$ cat src/rtl/ctrl_fsm_param_pkg.sv
// Shared types and constants for the multi-cycle CPU controller:
// state encoding, opcode map, ALU function codes, PC control and trap codes.
package ctrl_pkg;

  typedef enum logic [2:0] {
    ST_IDLE,
    ST_FETCH,
    ST_DECODE,
    ST_EXEC,
    ST_WB,
    ST_BRANCH,
    ST_HALTED,
    ST_TRAP
  } state_t;

  typedef logic [4:0] opcode_t;

  localparam opcode_t OP_MOVI = 5'h00;
  localparam opcode_t OP_MOV  = 5'h01;
  localparam opcode_t OP_ADDI = 5'h02;
  localparam opcode_t OP_ADD  = 5'h03;
  localparam opcode_t OP_SUB  = 5'h04;
  localparam opcode_t OP_AND  = 5'h05;
  localparam opcode_t OP_OR   = 5'h06;
  localparam opcode_t OP_JMP  = 5'h07;
  localparam opcode_t OP_SHL  = 5'h08;
  localparam opcode_t OP_SHR  = 5'h09;
  localparam opcode_t OP_ROR  = 5'h0A;
  localparam opcode_t OP_MUL  = 5'h0B;
  localparam opcode_t OP_XOR  = 5'h0C;
  localparam opcode_t OP_XORI = 5'h0D;
  localparam opcode_t OP_CMP  = 5'h0E;
  localparam opcode_t OP_CMPI = 5'h0F;
  localparam opcode_t OP_JZ   = 5'h10;
  localparam opcode_t OP_JC   = 5'h11;
  localparam opcode_t OP_HALT = 5'h12;

  typedef logic [3:0] alu_func_t;

  localparam alu_func_t ALU_PASS = 4'b0000;
  localparam alu_func_t ALU_ADD  = 4'b0001;
  localparam alu_func_t ALU_SUB  = 4'b0010;
  localparam alu_func_t ALU_AND  = 4'b0011;
  localparam alu_func_t ALU_OR   = 4'b0100;
  localparam alu_func_t ALU_SHL  = 4'b0101;
  localparam alu_func_t ALU_SHR  = 4'b0110;
  localparam alu_func_t ALU_MUL  = 4'b0111;
  localparam alu_func_t ALU_CMP  = 4'b1000;
  localparam alu_func_t ALU_ROR  = 4'b1001;
  localparam alu_func_t ALU_XOR  = 4'b1010;

  localparam logic [1:0] PC_HOLD = 2'b00;
  localparam logic [1:0] PC_INC  = 2'b01;
  localparam logic [1:0] PC_LOAD = 2'b10;

  localparam logic [1:0] TRAP_NONE    = 2'b00;
  localparam logic [1:0] TRAP_ILLEGAL = 2'b01;
  localparam logic [1:0] TRAP_TIMEOUT = 2'b10;

  // ALU operand select (0 immediate, 1 Rs) and function for one opcode
  typedef struct packed {
    logic      in_sel;
    alu_func_t func;
  } alu_ctl_t;

  function automatic alu_ctl_t alu_map(input opcode_t op);
    alu_ctl_t m;
    m.in_sel = 1'b1;
    m.func   = ALU_PASS;
    case (op)
      OP_MOVI: begin m.in_sel = 1'b0; m.func = ALU_PASS; end
      OP_MOV:  begin m.in_sel = 1'b1; m.func = ALU_PASS; end
      OP_ADDI: begin m.in_sel = 1'b0; m.func = ALU_ADD;  end
      OP_ADD:  begin m.in_sel = 1'b1; m.func = ALU_ADD;  end
      OP_SUB:  begin m.in_sel = 1'b1; m.func = ALU_SUB;  end
      OP_AND:  begin m.in_sel = 1'b1; m.func = ALU_AND;  end
      OP_OR:   begin m.in_sel = 1'b1; m.func = ALU_OR;   end
      OP_SHL:  begin m.in_sel = 1'b1; m.func = ALU_SHL;  end
      OP_SHR:  begin m.in_sel = 1'b1; m.func = ALU_SHR;  end
      OP_ROR:  begin m.in_sel = 1'b1; m.func = ALU_ROR;  end
      OP_MUL:  begin m.in_sel = 1'b1; m.func = ALU_MUL;  end
      OP_XOR:  begin m.in_sel = 1'b1; m.func = ALU_XOR;  end
      OP_XORI: begin m.in_sel = 1'b0; m.func = ALU_XOR;  end
      OP_CMP:  begin m.in_sel = 1'b1; m.func = ALU_CMP;  end
      OP_CMPI: begin m.in_sel = 1'b0; m.func = ALU_CMP;  end
      default: begin m.in_sel = 1'b1; m.func = ALU_PASS; end
    endcase
    return m;
  endfunction

  // Compare-only instructions update flags but skip write-back
  function automatic logic is_cmp(input opcode_t op);
    return (op == OP_CMP) || (op == OP_CMPI);
  endfunction

endpackage

$ cat src/rtl/ctrl_fsm_param_if.sv
// Handshake and control bus between the datapath and the controller.
// The master side (datapath) drives instruction/ALU status; the slave
// side (controller) drives strobes, enables and status.
interface ctrl_fsm_param_if #(
  parameter int NUM_REGS   = 4,
  parameter int RD_W       = 2,
  parameter int OPC_W      = 5,
  parameter int ALU_FUNC_W = 4
);
  logic                  start;
  logic                  ir_valid;
  logic                  alu_done;
  logic [OPC_W-1:0]      opcode;
  logic [RD_W-1:0]       rd;
  logic                  alu_z;
  logic                  alu_c;

  logic                  fetch_pulse;
  logic                  pc_pulse;
  logic [1:0]            pc_ctrl;
  logic                  rf_pulse;
  logic [NUM_REGS-1:0]   reg_en;
  logic                  alu_in_sel;
  logic [ALU_FUNC_W-1:0] alu_func;
  logic                  busy;
  logic                  halted;
  logic                  trap;
  logic [1:0]            trap_code;

  modport master (
    output start, ir_valid, alu_done, opcode, rd, alu_z, alu_c,
    input  fetch_pulse, pc_pulse, pc_ctrl, rf_pulse, reg_en,
           alu_in_sel, alu_func, busy, halted, trap, trap_code
  );

  modport slave (
    input  start, ir_valid, alu_done, opcode, rd, alu_z, alu_c,
    output fetch_pulse, pc_pulse, pc_ctrl, rf_pulse, reg_en,
           alu_in_sel, alu_func, busy, halted, trap, trap_code
  );
endinterface

$ cat src/rtl/ctrl_fsm_param_watchdog.sv
// EXEC-phase wait counter. Cleared outside EXEC; expire is high during
// the TIMEOUT_CYC-th consecutive enabled cycle, so the caller can still
// let a same-cycle alu_done take priority over the timeout.
module ctrl_watchdog #(
  parameter int TIMEOUT_CYC = 16
) (
  input  logic clk,
  input  logic rst,
  input  logic clear,
  input  logic enable,
  output logic expire
);
  localparam int CNT_W = (TIMEOUT_CYC > 1) ? $clog2(TIMEOUT_CYC) : 1;

  logic [CNT_W-1:0] count;

  assign expire = (count == CNT_W'(TIMEOUT_CYC - 1));

  // count enabled cycles, saturating at the expiry value
  always_ff @(posedge clk) begin
    if (rst || clear) begin
      count <= '0;
    end else if (enable && !expire) begin
      count <= count + CNT_W'(1);
    end
  end
endmodule

$ cat src/rtl/ctrl_fsm_param.sv
// Multi-cycle CPU controller: FETCH -> DECODE -> EXEC -> WB with branch,
// halt and trap handling. All outputs are registered and every strobe is
// a single-cycle pulse issued on entry to its state.
module ctrl_fsm_param
  import ctrl_pkg::*;
#(
  parameter int NUM_REGS    = 4,
  parameter int RD_W        = 2,
  parameter int OPC_W       = 5,
  parameter int ALU_FUNC_W  = 4,
  parameter int TIMEOUT_CYC = 16
) (
  input  logic             clk,
  input  logic             rst,
  ctrl_fsm_param_if.slave  bus
);

  state_t                state;
  logic                  z_flag;
  logic                  c_flag;
  logic                  cmp_op;

  logic                  fetch_pulse;
  logic                  pc_pulse;
  logic [1:0]            pc_ctrl;
  logic                  rf_pulse;
  logic [NUM_REGS-1:0]   reg_en;
  logic                  alu_in_sel;
  logic [ALU_FUNC_W-1:0] alu_func;
  logic                  busy;
  logic                  halted;
  logic                  trap;
  logic [1:0]            trap_code;

  opcode_t               op5;
  logic                  hi_zero;
  logic                  is_alu;
  logic                  is_branch;
  logic                  is_halt;
  logic                  taken;
  alu_ctl_t              alu_ctl;
  logic                  wd_expire;

  // Opcode classification; any set bit above the 5-bit field is illegal
  assign op5       = bus.opcode[4:0];
  assign hi_zero   = ((bus.opcode >> 5) == '0);
  assign is_alu    = hi_zero && !op5[4] && (op5 != OP_JMP);
  assign is_branch = hi_zero && ((op5 == OP_JMP) || (op5 == OP_JZ) || (op5 == OP_JC));
  assign is_halt   = hi_zero && (op5 == OP_HALT);
  assign taken     = (op5 == OP_JMP) || ((op5 == OP_JZ) && z_flag) || ((op5 == OP_JC) && c_flag);
  assign alu_ctl   = alu_map(op5);

  ctrl_watchdog #(
    .TIMEOUT_CYC (TIMEOUT_CYC)
  ) u_watchdog (
    .clk    (clk),
    .rst    (rst),
    .clear  (state != ST_EXEC),
    .enable (state == ST_EXEC),
    .expire (wd_expire)
  );

  // Controller FSM with registered outputs; pulses default low each cycle
  always_ff @(posedge clk) begin
    if (rst) begin
      state       <= ST_IDLE;
      z_flag      <= 1'b0;
      c_flag      <= 1'b0;
      cmp_op      <= 1'b0;
      fetch_pulse <= 1'b0;
      pc_pulse    <= 1'b0;
      pc_ctrl     <= PC_HOLD;
      rf_pulse    <= 1'b0;
      reg_en      <= '0;
      alu_in_sel  <= 1'b0;
      alu_func    <= '0;
      busy        <= 1'b0;
      halted      <= 1'b0;
      trap        <= 1'b0;
      trap_code   <= TRAP_NONE;
    end else begin
      fetch_pulse <= 1'b0;
      pc_pulse    <= 1'b0;
      pc_ctrl     <= PC_HOLD;
      rf_pulse    <= 1'b0;
      reg_en      <= '0;
      case (state)
        ST_IDLE, ST_HALTED: begin
          if (bus.start) begin
            state       <= ST_FETCH;
            fetch_pulse <= 1'b1;
            pc_pulse    <= 1'b1;
            pc_ctrl     <= PC_INC;
            busy        <= 1'b1;
            halted      <= 1'b0;
          end
        end
        ST_FETCH: begin
          if (bus.ir_valid) begin
            state <= ST_DECODE;
          end
        end
        ST_DECODE: begin
          if (is_alu) begin
            state      <= ST_EXEC;
            rf_pulse   <= 1'b1;
            alu_in_sel <= alu_ctl.in_sel;
            alu_func   <= ALU_FUNC_W'(alu_ctl.func);
            cmp_op     <= is_cmp(op5);
          end else if (is_branch) begin
            state    <= ST_BRANCH;
            pc_pulse <= taken;
            pc_ctrl  <= taken ? PC_LOAD : PC_HOLD;
          end else if (is_halt) begin
            state  <= ST_HALTED;
            busy   <= 1'b0;
            halted <= 1'b1;
          end else begin
            state     <= ST_TRAP;
            busy      <= 1'b0;
            trap      <= 1'b1;
            trap_code <= TRAP_ILLEGAL;
          end
        end
        ST_EXEC: begin
          if (bus.alu_done) begin
            z_flag <= bus.alu_z;
            c_flag <= bus.alu_c;
            if (cmp_op) begin
              state       <= ST_FETCH;
              fetch_pulse <= 1'b1;
              pc_pulse    <= 1'b1;
              pc_ctrl     <= PC_INC;
            end else begin
              state  <= ST_WB;
              reg_en <= NUM_REGS'(1) << bus.rd;
            end
          end else if (wd_expire) begin
            state     <= ST_TRAP;
            busy      <= 1'b0;
            trap      <= 1'b1;
            trap_code <= TRAP_TIMEOUT;
          end
        end
        ST_WB, ST_BRANCH: begin
          state       <= ST_FETCH;
          fetch_pulse <= 1'b1;
          pc_pulse    <= 1'b1;
          pc_ctrl     <= PC_INC;
        end
        ST_TRAP: begin
          state <= ST_TRAP;
        end
        default: begin
          state <= ST_IDLE;
        end
      endcase
    end
  end

  assign bus.fetch_pulse = fetch_pulse;
  assign bus.pc_pulse    = pc_pulse;
  assign bus.pc_ctrl     = pc_ctrl;
  assign bus.rf_pulse    = rf_pulse;
  assign bus.reg_en      = reg_en;
  assign bus.alu_in_sel  = alu_in_sel;
  assign bus.alu_func    = alu_func;
  assign bus.busy        = busy;
  assign bus.halted      = halted;
  assign bus.trap        = trap;
  assign bus.trap_code   = trap_code;

endmodule

$ cat src/flat_wrapper.sv
// flat-port wrapper written by rule: the top's interface ports become plain ports
module ctrl_fsm_param_flat import ctrl_pkg::*;
#(
  parameter int NUM_REGS    = 4,
  parameter int RD_W        = 2,
  parameter int OPC_W       = 5,
  parameter int ALU_FUNC_W  = 4,
  parameter int TIMEOUT_CYC = 16
)
  (clk, rst, bus_start, bus_ir_valid, bus_alu_done, bus_opcode, bus_rd, bus_alu_z, bus_alu_c, bus_fetch_pulse, bus_pc_pulse, bus_pc_ctrl, bus_rf_pulse, bus_reg_en, bus_alu_in_sel, bus_alu_func, bus_busy, bus_halted, bus_trap, bus_trap_code);
  ctrl_fsm_param_if #(.NUM_REGS(NUM_REGS), .RD_W(RD_W), .OPC_W(OPC_W), .ALU_FUNC_W(ALU_FUNC_W)) bus_i ();
  input  logic clk;
  input  logic rst;
  input wire logic [$bits(bus_i.start)-1:0] bus_start;
  input wire logic [$bits(bus_i.ir_valid)-1:0] bus_ir_valid;
  input wire logic [$bits(bus_i.alu_done)-1:0] bus_alu_done;
  input wire logic [$bits(bus_i.opcode)-1:0] bus_opcode;
  input wire logic [$bits(bus_i.rd)-1:0] bus_rd;
  input wire logic [$bits(bus_i.alu_z)-1:0] bus_alu_z;
  input wire logic [$bits(bus_i.alu_c)-1:0] bus_alu_c;
  output wire logic [$bits(bus_i.fetch_pulse)-1:0] bus_fetch_pulse;
  output wire logic [$bits(bus_i.pc_pulse)-1:0] bus_pc_pulse;
  output wire logic [$bits(bus_i.pc_ctrl)-1:0] bus_pc_ctrl;
  output wire logic [$bits(bus_i.rf_pulse)-1:0] bus_rf_pulse;
  output wire logic [$bits(bus_i.reg_en)-1:0] bus_reg_en;
  output wire logic [$bits(bus_i.alu_in_sel)-1:0] bus_alu_in_sel;
  output wire logic [$bits(bus_i.alu_func)-1:0] bus_alu_func;
  output wire logic [$bits(bus_i.busy)-1:0] bus_busy;
  output wire logic [$bits(bus_i.halted)-1:0] bus_halted;
  output wire logic [$bits(bus_i.trap)-1:0] bus_trap;
  output wire logic [$bits(bus_i.trap_code)-1:0] bus_trap_code;
  assign bus_i.start = bus_start;
  assign bus_i.ir_valid = bus_ir_valid;
  assign bus_i.alu_done = bus_alu_done;
  assign bus_i.opcode = bus_opcode;
  assign bus_i.rd = bus_rd;
  assign bus_i.alu_z = bus_alu_z;
  assign bus_i.alu_c = bus_alu_c;
  assign bus_fetch_pulse = bus_i.fetch_pulse;
  assign bus_pc_pulse = bus_i.pc_pulse;
  assign bus_pc_ctrl = bus_i.pc_ctrl;
  assign bus_rf_pulse = bus_i.rf_pulse;
  assign bus_reg_en = bus_i.reg_en;
  assign bus_alu_in_sel = bus_i.alu_in_sel;
  assign bus_alu_func = bus_i.alu_func;
  assign bus_busy = bus_i.busy;
  assign bus_halted = bus_i.halted;
  assign bus_trap = bus_i.trap;
  assign bus_trap_code = bus_i.trap_code;
  ctrl_fsm_param #(.NUM_REGS(NUM_REGS), .RD_W(RD_W), .OPC_W(OPC_W), .ALU_FUNC_W(ALU_FUNC_W), .TIMEOUT_CYC(TIMEOUT_CYC)) u_core (.clk(clk), .rst(rst), .bus(bus_i));
endmodule
$ cat config.mk
export PLATFORM = sky130hd
export DESIGN_NAME = ctrl_fsm_param_flat
export DESIGN_NICKNAME = d
export VERILOG_FILES = /design/src/rtl/ctrl_fsm_param_pkg.sv /design/src/rtl/ctrl_fsm_param_if.sv /design/src/rtl/ctrl_fsm_param_watchdog.sv /design/src/rtl/ctrl_fsm_param.sv /design/src/flat_wrapper.sv
export SDC_FILE = /design/constraint.sdc
export NUM_CORES = 1
export LEC_CHECK = 0
export CORE_AREA = 2 2 55 57
export DETAILED_ROUTE_END_ITERATION = 10
export DIE_AREA = 0 0 57 59
export GPL_ROUTABILITY_DRIVEN = 0
export GPL_TIMING_DRIVEN = 0
export PLACE_DENSITY = 0.81
export SLEW_MARGIN = 20
export SYNTH_ARGS = -nofsm -noshare
export SYNTH_HDL_FRONTEND = slang
export SYNTH_SLANG_ARGS = --single-unit
$ cat constraint.sdc
create_clock -name clk -period 2.4 [get_ports clk]
set_input_delay 0.6 -clock clk [delete_from_list [all_inputs] [get_ports clk]]
set_output_delay 0.6 -clock clk [all_outputs]
set_load 0.01 [all_outputs]
Word-level counts from Yosys, hierarchy flattened
Memories as Yosys holds them, arrays and structs flattened. A register that Yosys moved wholly into a read port is not among the register bits.
Cells that the tools add are included.
{ "totals": {"ff_bits": 24, "latchBits": 0, "ram_bits": 0, "rom_bits": 80, "wordCells": 118, "mem_count": 1} }
{ "memory_table": {"columns": ["name", "words", "word_bits", "read_ports", "rd_clocked_by_memory_dff", "wr", "line_no", "rtl"], "rows": [
  ["(name not given)", 16, 5, 1, 1, 0, "ctrl_fsm_param_pkg.sv:70", "case (op)"]
]} }
{ "classes": {"add_sub_neg": 1, "multipliers": 0, "div": 0, "magnitude_cmp": 0, "n_eq_ne": 25, "shift": 1, "n_mux": 47, "bitwise_logic": 3, "reduce_logical": 26} }
{ "op_table": {"columns": ["cell", "n"], "rows": [
  ["1-bit two-way mux", 23],
  ["3-bit two-way mux", 7],
  ["2-bit two-way mux", 9],
  ["3-bit one-hot mux with 6 select lines", 1],
  ["5-bit equality test, second input constant", 3],
  ["3-bit equality test, second input constant", 4],
  ["2-bit != test, second input constant", 6],
  ["6-bit AND reduction", 2],
  ["5-bit by 4-bit equality test with 1-bit output, second input constant", 2],
  ["2-bit one-hot mux with 4 select lines", 1],
  ["3-bit by 2-bit equality test with 1-bit output, second input constant", 2],
  ["1-bit logical OR", 6],
  ["3-bit by 2-bit != test with 1-bit output, second input constant", 2],
  ["1-bit one-hot mux with 3 select lines", 2],
  ["2-bit OR reduction", 3],
  ["5-bit by 3-bit equality test with 1-bit output, second input constant", 1],
  ["5-bit by 3-bit != test with 1-bit output, second input constant", 1],
  ["5-bit AND reduction", 1],
  ["4-bit by 1-bit adder with 4-bit output, second input constant", 1],
  ["4-bit equality test, second input constant", 1],
  ["1-bit logical AND", 4],
  ["2-bit by 1-bit != test with 1-bit output, second input constant", 2],
  ["1-bit one-hot mux with 2 select lines", 2],
  ["1-bit one-hot mux with 4 select lines", 1],
  ["other kinds (11)", 16]
]} }

Depth between registers and ports, before layout
Gate-level depths: netlist of run 1.
{ "depth": {"depth_word": 8, "mapped_depth": 6, "mapped_depth_nobuf": 5} }

Modules after synthesis
A second synthesis of run 1 with hierarchy kept.
{ "unflattened": {"cells_unflattened": 178, "area_unflattened_um2": 1505.2} }
{ "modules_own_cells": {"columns": ["module", "instances", "cells_each", "area_per_inst_um2"], "rows": [
  ["ctrl_fsm_param", 1, 156, 1293.7],
  ["ctrl_watchdog", 1, 22, 211.5]
]} }

Least setup slack after synthesis of run 1
No wires, ideal clock.
{ "synth_path": {"path_kind": "input -> register", "start": "in bus_opcode[1]", "end": "reg u_core.state[2]", "setup_ns": 0.133, "arrival_ns": 1.569, "required_ns": 2.267, "setup_slack_ns": 0.698, "path_stages": 5, "n_path_buf": 1, "path_cell_list": "buf_2 > and4b_1 > or3_2 > a21oi_1 > nor4b_1"} }
{ "synth_between": {"elab_chain_len": 4} }
{ "synth_lines": {"columns": ["element", "line_no", "rtl"], "rows": [
  ["start: declaration", "flat_wrapper.sv:17", "input wire logic [$bits(bus_i.opcode)-1:0] bus_opcode;"],
  ["5-bit by 3-bit != test with 1-bit output", "ctrl_fsm_param.sv:47", "assign is_alu = hi_zero && !op5[4] && (op5 != OP_JMP);"],
  ["1-bit logical AND", "ctrl_fsm_param.sv:47", null],
  ["3-bit two-way mux", "ctrl_fsm_param.sv:104", "if (is_alu) begin"],
  ["3-bit one-hot mux with 6 select lines", "ctrl_fsm_param.sv:87", "case (state)"],
  ["end signal: assignment", "ctrl_fsm_param.sv:90", "state <= ST_FETCH;"],
  ["end signal: assignment", "ctrl_fsm_param.sv:105", "state <= ST_EXEC;"],
  ["end signal: assignment", "ctrl_fsm_param.sv:111", "state <= ST_BRANCH;"],
  ["end: declaration", "ctrl_fsm_param.sv:18", "state_t state;"]
]} }
Every way passes these cells.
A chain may end at the register's enable or synchronous reset.

Worst setup path after layout of run 1
{ "layout_path": {"start": "in bus_opcode[4]", "end": "reg u_core.trap_code[0] (netlist: u_core.bus.trap_code[0])"} }
{ "layout_between": {"elab_chain_len": 5} }
{ "layout_lines": {"columns": ["element", "line_no", "rtl"], "rows": [
  ["5-bit by 3-bit equality test with 1-bit output or 5-bit equality test (tied branches)", "ctrl_fsm_param.sv:48", "assign is_branch = hi_zero && ((op5 == OP_JMP) || (op5 == OP_JZ) || (op5 == OP_JC));"],
  ["1-bit logical OR (2 in a row)", "ctrl_fsm_param.sv:48", null],
  ["2-bit != test (no line)", null, null],
  ["6-bit AND reduction (no line) (*)", null, null],
  ["end signal: assignment", "ctrl_fsm_param.sv:80", "trap_code <= TRAP_NONE;"],
  ["end signal: assignment", "ctrl_fsm_param.sv:122", "trap_code <= TRAP_ILLEGAL;"],
  ["end signal: assignment", "ctrl_fsm_param.sv:142", "trap_code <= TRAP_TIMEOUT;"],
  ["end: declaration", "ctrl_fsm_param.sv:33", "logic [1:0] trap_code;"]
]} }
Mark *: on every way between the ends. The rest lies on a longest branch, timed or not.

==> summary.md, run 1 <==
| Metric | Value |
|---|---|
| Antenna Cells | `0` |
| Post_cts resized | `0` |
| Unique masters post-synth | `44` |
| Router iterations before antenna repair | `5` |
| Total CTS buffers | `5` |
| Die Ht | `around 60 um` |
| Required @ worst endpoint | `2.65 ns` |
| Tmin final | `between 2 and 2.5 ns` |
| Yosys reg bits | `29` |
| Std-Cell Rows | `19` |
| Post-Syn Nets | `168` |
| Critical Path AT | `2.31 ns` |
| Top_reg_cell synth | `dfxtp_1` |
| Area delta synth->final | `28.9%` |
| Vias per cell | `5.74` |
| PD cells | `554 nW/um^2` |
| Layout cells sized above 1 | `0.110` |
| DP Wirelength | `2350 um` |
| Clock buffer depth | `2` |
| Post-route DRC | `0` |
| Crit start category | `primary input` |
| Die area | `3360 um^2` |
| Crit path cell chain | `clkdlybuf4s50_1 -> o31ai_1 -> mux2i_1 -> or3b_4 -> a211oi_2` |
| CTS Hold Buffers Added | `0` |
| Most common cell after layout, fill and taps aside | `clkdlybuf4s50_1` |
| Max-slew violations | `0` |
| # setup viols final | `0` |
| Mean post-synth cell area | `9.13 um^2` |
| CP endpoint kind | `flop` |
| Antenna violations before repair | `0` |
| Mapped Area | `approximately 1400 um^2` |
| CTS Sinks | `29` |
| Max_slew headroom | `0.687` |
| Post-DRT Antenna Nets | `0` |
| Postcts setup bufs | `0` |
| Via count | `1275` |
| Worst slew pin tran | `0.469 ns` |
| Peak VDD IR | `slightly above 0.4 mV` |
| Async SR Flop Fraction | `0` |
| CP Max Fanout | `6` |
| Syn. warnings | `0` |
| Pleak | `0.000656 uW` |
| Total GRT Usage | `0.210` |
| Final hold viol count | `0` |
| Top delay family on crit path | `buffers and inverters` |
| Filler instances | `224` |
| Sequential share of the synthesized area | `0.415` |
| CORE AREA | `2710 um^2` |
| Initial Utilization | `0.516` |
| Input/output buffers | `31` |
| First-pass GRT wire length | `5360 um` |
| CTS root buffer | `clkbuf_4` |
| Vias in the first global route | `1230` |
| CP max-delay cell | `clkdlybuf4s50_1` |
| Post-Syn Instances | `approximately 150` |
| Final TNS setup | `0 ns` |
| RSZ-0062 raised after global routing | `false` |
| Worst hold path type | `flop to flop` |
| CTS H-tree depth | `2` |
| WL/cell | `13.9 um` |
| Clk_skew | `approximately 0.0051 ns` |
| Most frequent cells in the layout | `31 x clkdlybuf4s50_1, 29 x dfxtp_1, 14 x nor2_1` |
| Status | `completed` |
| FMAX | `484 MHz` |
| Total Wirelength | `3080 um` |
| Non-filler cells, final | `about 220` |
| Iter 0 DRT Violations | `40` |
| Multi-input logic area | `744 um^2` |
| Io pins | `33` |
| Pin count of the biggest net entering global routing | `11` |
| Post-Place Cells | `215` |
| Crit path largest cell delay | `0.63 ns` |
| EDFF count, synth | `0` |
| CTS tree | `yes` |
| Global-route congestion overflow total | `0` |
| Crit share post-route | `0.860` |
| Register area | `between 500 and 600 um^2` |
| Worst-skew pair later-pin latency | `roughly 0.32 ns` |
| Layout Nets | `206` |
| Critical path class | `primary input to flop` |
| Die X | `57 um` |
| Worst path bufs/invs | `1` |
| Clk slew on worst S/H paths | `approximately 0.080 ns` |
| Max-cap violations | `0` |
[flip-flops by register name, summed over array words and instances (netlist names), 2 cells and up]
register,count
u_core.state,3
u_core.bus.trap_code,2
u_core.u_watchdog.count,4
u_core.bus.alu_func,4
u_core.bus.pc_ctrl,2
u_core.bus.reg_en,4
[worst min-delay path: stages (launching register included)]
cell and delay (ns):
dfxtp_1 0.32, inv_1 0.05, a21oi_1 0.05
[path summary, 6_finish.rpt]
check                                          startpoint                                    to  slack [ns]  cells past startpoint
setup reg to reg  u_core.u_watchdog.count[0]$_SDFFE_PP0P_  u_core.bus.trap_code[0]$_SDFFE_PP0P_        0.56                      5
hold reg to reg              u_core.bus.trap$_SDFFE_PP0P_          u_core.bus.trap$_SDFFE_PP0P_        0.46                      2
setup / recovery                            bus_opcode[4]  u_core.bus.trap_code[0]$_SDFFE_PP0P_        0.34                      5
hold / removal               u_core.bus.trap$_SDFFE_PP0P_          u_core.bus.trap$_SDFFE_PP0P_        0.46                      2
[synth_stat cells, types with 3 or more instances]
cell type	count	area, um^2
dfxtp_1	29	581
nor2_1	14	52.6
a21oi_1	11	55.1
nand2b_1	8	50.1
nand2_1	7	26.3
mux2i_1	6	60.1
nor2b_1	6	37.5
clkbuf_1	5	18.8
inv_1	5	18.8
a211oi_1	4	30.0
and3_1	4	25.0
buf_2	4	20.0
nand3_1	3	15.0
nand3b_1	3	22.5
nor3_1	3	15.0
nor3b_1	3	22.5
o21ai_0	3	15.0
[cell type report]
| type | instances | area share |
|---|---|---|
| buffer | 11 | 0.0299 |
| inverter | 5 | 0.0104 |
| multi-input combinational | 108 | 0.413 |
| timing repair buffer | 31 | 0.172 |
| tap | 31 | 0.0215 |
| sequential | 29 | 0.322 |
| clock buffer | 7 | 0.0306 |
[per-layer routing]
layer,global-route usage,part of all wire,up-vias
met3,0.0546,0.070,5
met1,0.270,0.44,600
li1,-,-,632
met2,0.309,0.47,38
met5,0,0,-
met4,0.143,0.018,0
[stage by stage]
step	worst slack (ns)	area (um^2)	total power, uW	utilization	hold WS (ns)
floorplan	0.698	1400	637	-	0.455
finish	0.335	1800	999	0.665	0.462
CTS	0.369	1800	1000	0.665	0.470
global placement	0.0840	1750	709	0.645	0.436
global route	0.296	1800	1050	0.665	0.489
detailed placement	0.0341	1750	714	0.645	0.452
[cells by family after synthesis]
| group | Yosys count | synth area share |
|---|---|---|
| and+or+nand+nor | 68 | 0.312 |
| AOI/OAI and AO/OA | 30 | 0.148 |
| DFF | 29 | 0.415 |
| buffers and inverters | 16 | 0.0519 |
| muxes | 7 | 0.0510 |
| adders and majority gates | 2 | 0.0161 |
| xor gates and xnor gates | 1 | 0.00627 |
[where the power goes]
| group | internal, uW | leakage, uW | switching [uW] |
|---|---|---|---|
| combinational | 95.8 | 0.000389 | 98.5 |
| clock | 138 | 0.0000314 | 157 |
| sequential | 501 | 0.000235 | 9.13 |
Note: power is estimated with default switching activity, not from simulation.
==> run 2: changes to the inputs <==
--- a/config.mk
+++ b/config.mk
@@ -5,13 +5,14 @@
 export SDC_FILE = /design/constraint.sdc
 export NUM_CORES = 1
 export LEC_CHECK = 0
-export CORE_AREA = 2 2 55 57
+export CORE_AREA = 2 2 57 59
 export DETAILED_ROUTE_END_ITERATION = 10
-export DIE_AREA = 0 0 57 59
+export DIE_AREA = 0 0 59 61
 export GPL_ROUTABILITY_DRIVEN = 0
 export GPL_TIMING_DRIVEN = 0
-export PLACE_DENSITY = 0.81
+export PLACE_DENSITY = 0.8
 export SLEW_MARGIN = 20
 export SYNTH_ARGS = -nofsm -noshare
 export SYNTH_HDL_FRONTEND = slang
+export SYNTH_HIERARCHICAL = 1
 export SYNTH_SLANG_ARGS = --single-unit
==> run 2 against run 1 <==
Non-clock buffer count stayed put. Cell area is 4.4% higher. Worst setup slack worse by 0.029 ns. Combinational power is 5% higher. First-iteration DRC count stayed put. Critical endpoint is now u_core/u_watchdog/count[0]$_SDFFE_PP0P_. Largest power group unchanged.
==> summary.md, run 2 <==
| Metric | Value |
|---|---|
| Post-Syn Instances | `178` |
| Syn. warnings | `6` |
| Status | `completed` |
| Most frequent cells in the layout | `29 x dfxtp_1, 28 x clkdlybuf4s50_1, 19 x nor2_1` |
| Sw frac | `0.284` |
| Max-cap violations | `0` |
| Clock power frac | `0.298` |
| Postcts setup bufs | `0` |
| Vias per cell | `5.97` |
| Post-DRT Antenna Nets | `0` |
| Die Ht | `61 um` |
| Hold Path Stages | `2` |
| Io pins | `33` |
| RSZ-0062 raised after global routing | `false` |
| Vias in the first global route | `1339` |
| Final hold slack | `~0.48 ns` |
| Final hold viol count | `0` |
| Layout Nets | `228` |
| Post-synth top area share | `0.386` |
| CTS H-tree depth | `2` |
| Util after Layout | `0.637` |
| Worst hold path type | `flop to flop` |
| WL/cell | `14.8 um` |
| Hold EP | `u_core/bus.alu_func[3]$_SDFFE_PP0P_` |
| CP endpoint kind | `flop` |
| Global-route congestion overflow total | `0` |
| Area delta synth->final | `25.0%` |
| Mapped Area | `1510 um^2` |
| Antenna Cells | `0` |
| Total GRT Usage | `0.217` |
| Pleak | `0.000641 uW` |
| Crit start category | `flop` |
| Max-slew violations | `0` |
| Clk slew on worst S/H paths | `0.08 ns` |
| Post-Syn Nets | `about 190` |
| First-pass GRT wire length | `5750 um` |
| Via count | `1469` |
| Final setup margin | `0.307 ns` |
| Post-route DRC | `0` |
| Max_slew headroom | `0.651` |
| R2R cell count | `8` |
| Crit path largest cell delay | `0.40 ns` |
| Switching pwr | `289 uW` |
| Largest registers | `u_core/bus.alu_func (4), u_core/bus.reg_en (4), u_core/u_watchdog/count (4)` |
| CORE AREA | `2950 um^2` |
| RR Endpoint | `u_core/u_watchdog/count[0]$_SDFFE_PP0P_` |
| Initial Utilization | `0.510` |
| Router iterations before antenna repair | `4` |
| CTS Sinks | `29` |
| Reg2reg start | `u_core/state[0]$_SDFFE_PP0P_` |
| Internal cell power | `a little over 700 uW` |
| FMAX | `~480 MHz` |
| Die area | `3600 um^2` |
| Critical path class | `flop to flop` |
| Pre-CTS setup slack | `about 0.16 ns` |
| Hold_sp | `u_core/bus.alu_func[3]$_SDFFE_PP0P_` |
| Clock buffer depth | `2` |
| CP Max Fanout | `10` |
| Top cells by count, synth | `29 x dfxtp_1, 19 x nor2_1, 12 x a21oi_1, 12 x clkbuf_1, 9 x nand2_1` |
| Crit share post-route | `0.872` |
| Sequential share of the synthesized area | `0.386` |
| Post-synth top area cell | `dfxtp_1` |
| Required @ worst endpoint | `roughly 2.7 ns` |
| Most instantiated library cell after synthesis | `dfxtp_1` |
| Post_cts resized | `0` |
| Async SR Flop Fraction | `0` |
| Antenna violations before repair | `0` |
| Worst-skew pair later-pin latency | `around 0.34 ns` |
| Iter 0 DRT Violations | `40` |
| Layout cells sized above 1 | `0.0798` |
| CP max-delay cell | `nor2_1` |
| DP Wirelength | `2670 um` |
| Crit path cell chain | `buf_6 -> clkbuf_1 -> inv_1 -> nor2_1 -> inv_1 -> nor2_1 -> nand4b_1 -> nand2_1` |
| Total Wirelength | `3640 um` |
| CTS root buffer | `clkbuf_4` |
| CTS Hold Buffers Added | `0` |
| Total CTS buffers | `5` |
| Unique masters post-synth | `49` |
| Combinational power share | `0.200` |
| CTS tree | `yes` |
| Pin count of the biggest net entering global routing | `11` |
| Clk_skew | `0.0124 ns` |
| Tmin final | `between 2 and 2.5 ns` |
| Peak VDD IR | `0.301 mV` |
| Critical path startpoint | `u_core/state[0]$_SDFFE_PP0P_` |
| Most common cell after layout, fill and taps aside | `dfxtp_1` |
| Critical Path AT | `2.37 ns` |
| R2R setup slack | `roughly 0.3 ns` |
| Sequential share of power | `0.502` |
| Yosys reg bits | `29` |
| Mean post-synth cell area | `between 8 and 9 um^2` |
| Input/output buffers | `28` |
| Top_reg_cell synth | `dfxtp_1` |
| Final TNS setup | `0 ns` |
| # setup viols final | `0` |
| Filler instances | `264` |
| Synth top area cells | `dfxtp_1 39%, nor2_1 4.7%, a21oi_1 4.0%` |
| PD cells | `roughly 540 nW/um^2` |
| EDFF count, synth | `0` |
| Std-Cell Rows | `20` |
| Die X | `59 um` |
| Worst slew pin tran | `roughly 0.52 ns` |
-- run 2: per-layer routing --
metal / share of wire / vias to the layer above / global-route usage
met2: 0.48 / 49 / 0.356
met3: 0.064 / 14 / 0.0725
li1: - / 722 / -
met1: 0.43 / 684 / 0.253
met4: 0.027 / 0 / 0.110
met5: 0 / - / 0
-- run 2: power by group through the flow --
stage | Clock, uW | Sequential, uW | Combinational, uW
6_report | 303 | 509 | 203
5_1_grt | 329 | 511 | 223
4_1_cts | 311 | 509 | 201
3_5_place_dp | 0 | 521 | 199
3_3_place_gp | 0 | 520 | 195
2_1_floorplan | 0 | 525 | 123
-- run 2: kinds of logic (layout without fill, tap and decap cells) --
family	count (synthesis)	after routing	synth area share
DFF	29	29	0.386
AOI/OAI and AO/OA	53	53	0.265
muxes	4	4	0.0266
and+or+nand+nor	69	69	0.254
buffers and inverters	22	57	0.0607
adders and majority gates	1	1	0.00831
-- run 2: worst max-delay path by stage --
stage / to / slack [ns] / cells after the start
2_1_floorplan: u_core/bus.alu_in_sel$_SDFFE_PP0P_ / 0.63 / 5
3_3_place_gp: u_core/bus.trap$_SDFFE_PP0P_ / 0.18 / 4
3_5_place_dp: u_core/bus.alu_func[2]$_SDFFE_PP0P_ / 0.16 / 6
4_1_cts: u_core/u_watchdog/count[3]$_SDFFE_PP0P_ / 0.35 / 8
5_1_grt: u_core/u_watchdog/count[3]$_SDFFE_PP0P_ / 0.16 / 8
6_report: u_core/u_watchdog/count[0]$_SDFFE_PP0P_ / 0.31 / 8
-- run 2: worst max-delay path: cells and delay by family, from the launching register on --
kind / cells / cell delay (ns)
flip-flops: 1 / 0.33
AND/OR/NAND/NOR: 4 / 0.96
buffers and inverters: 4 / 0.76
-- run 2: through the flow --
| step | total power, uW | area [um^2] | instances |
|---|---|---|---|
| finish | 1020 | 1880 | 246 |
| CTS | 1020 | 1880 | 246 |
| global placement | 715 | 1830 | 239 |
| floorplan | 647 | 1510 | 178 |
| global route | 1060 | 1880 | 246 |
| detailed placement | 720 | 1830 | 239 |
-- run 2: cell type report --
class,count,area (um^2),area share
well taps,33,41.3,0.0219
clock buffers,7,55.1,0.0293
plain buffers,14,61.3,0.0326
flip-flops and latches,29,581,0.309
multi-input cells,127,833,0.443
repair buffers,28,280,0.149
inverters,8,30.0,0.0160
==> run 3: changes to the inputs <==
--- a/config.mk
+++ b/config.mk
@@ -5,6 +5,7 @@
 export SDC_FILE = /design/constraint.sdc
 export NUM_CORES = 1
 export LEC_CHECK = 0
+export CAP_MARGIN = 10
 export CORE_AREA = 2 2 57 59
 export DETAILED_ROUTE_END_ITERATION = 10
 export DIE_AREA = 0 0 59 61
==> results of run 3 <==
No change in the layout: final DEF, timing and power equal those of run 2.
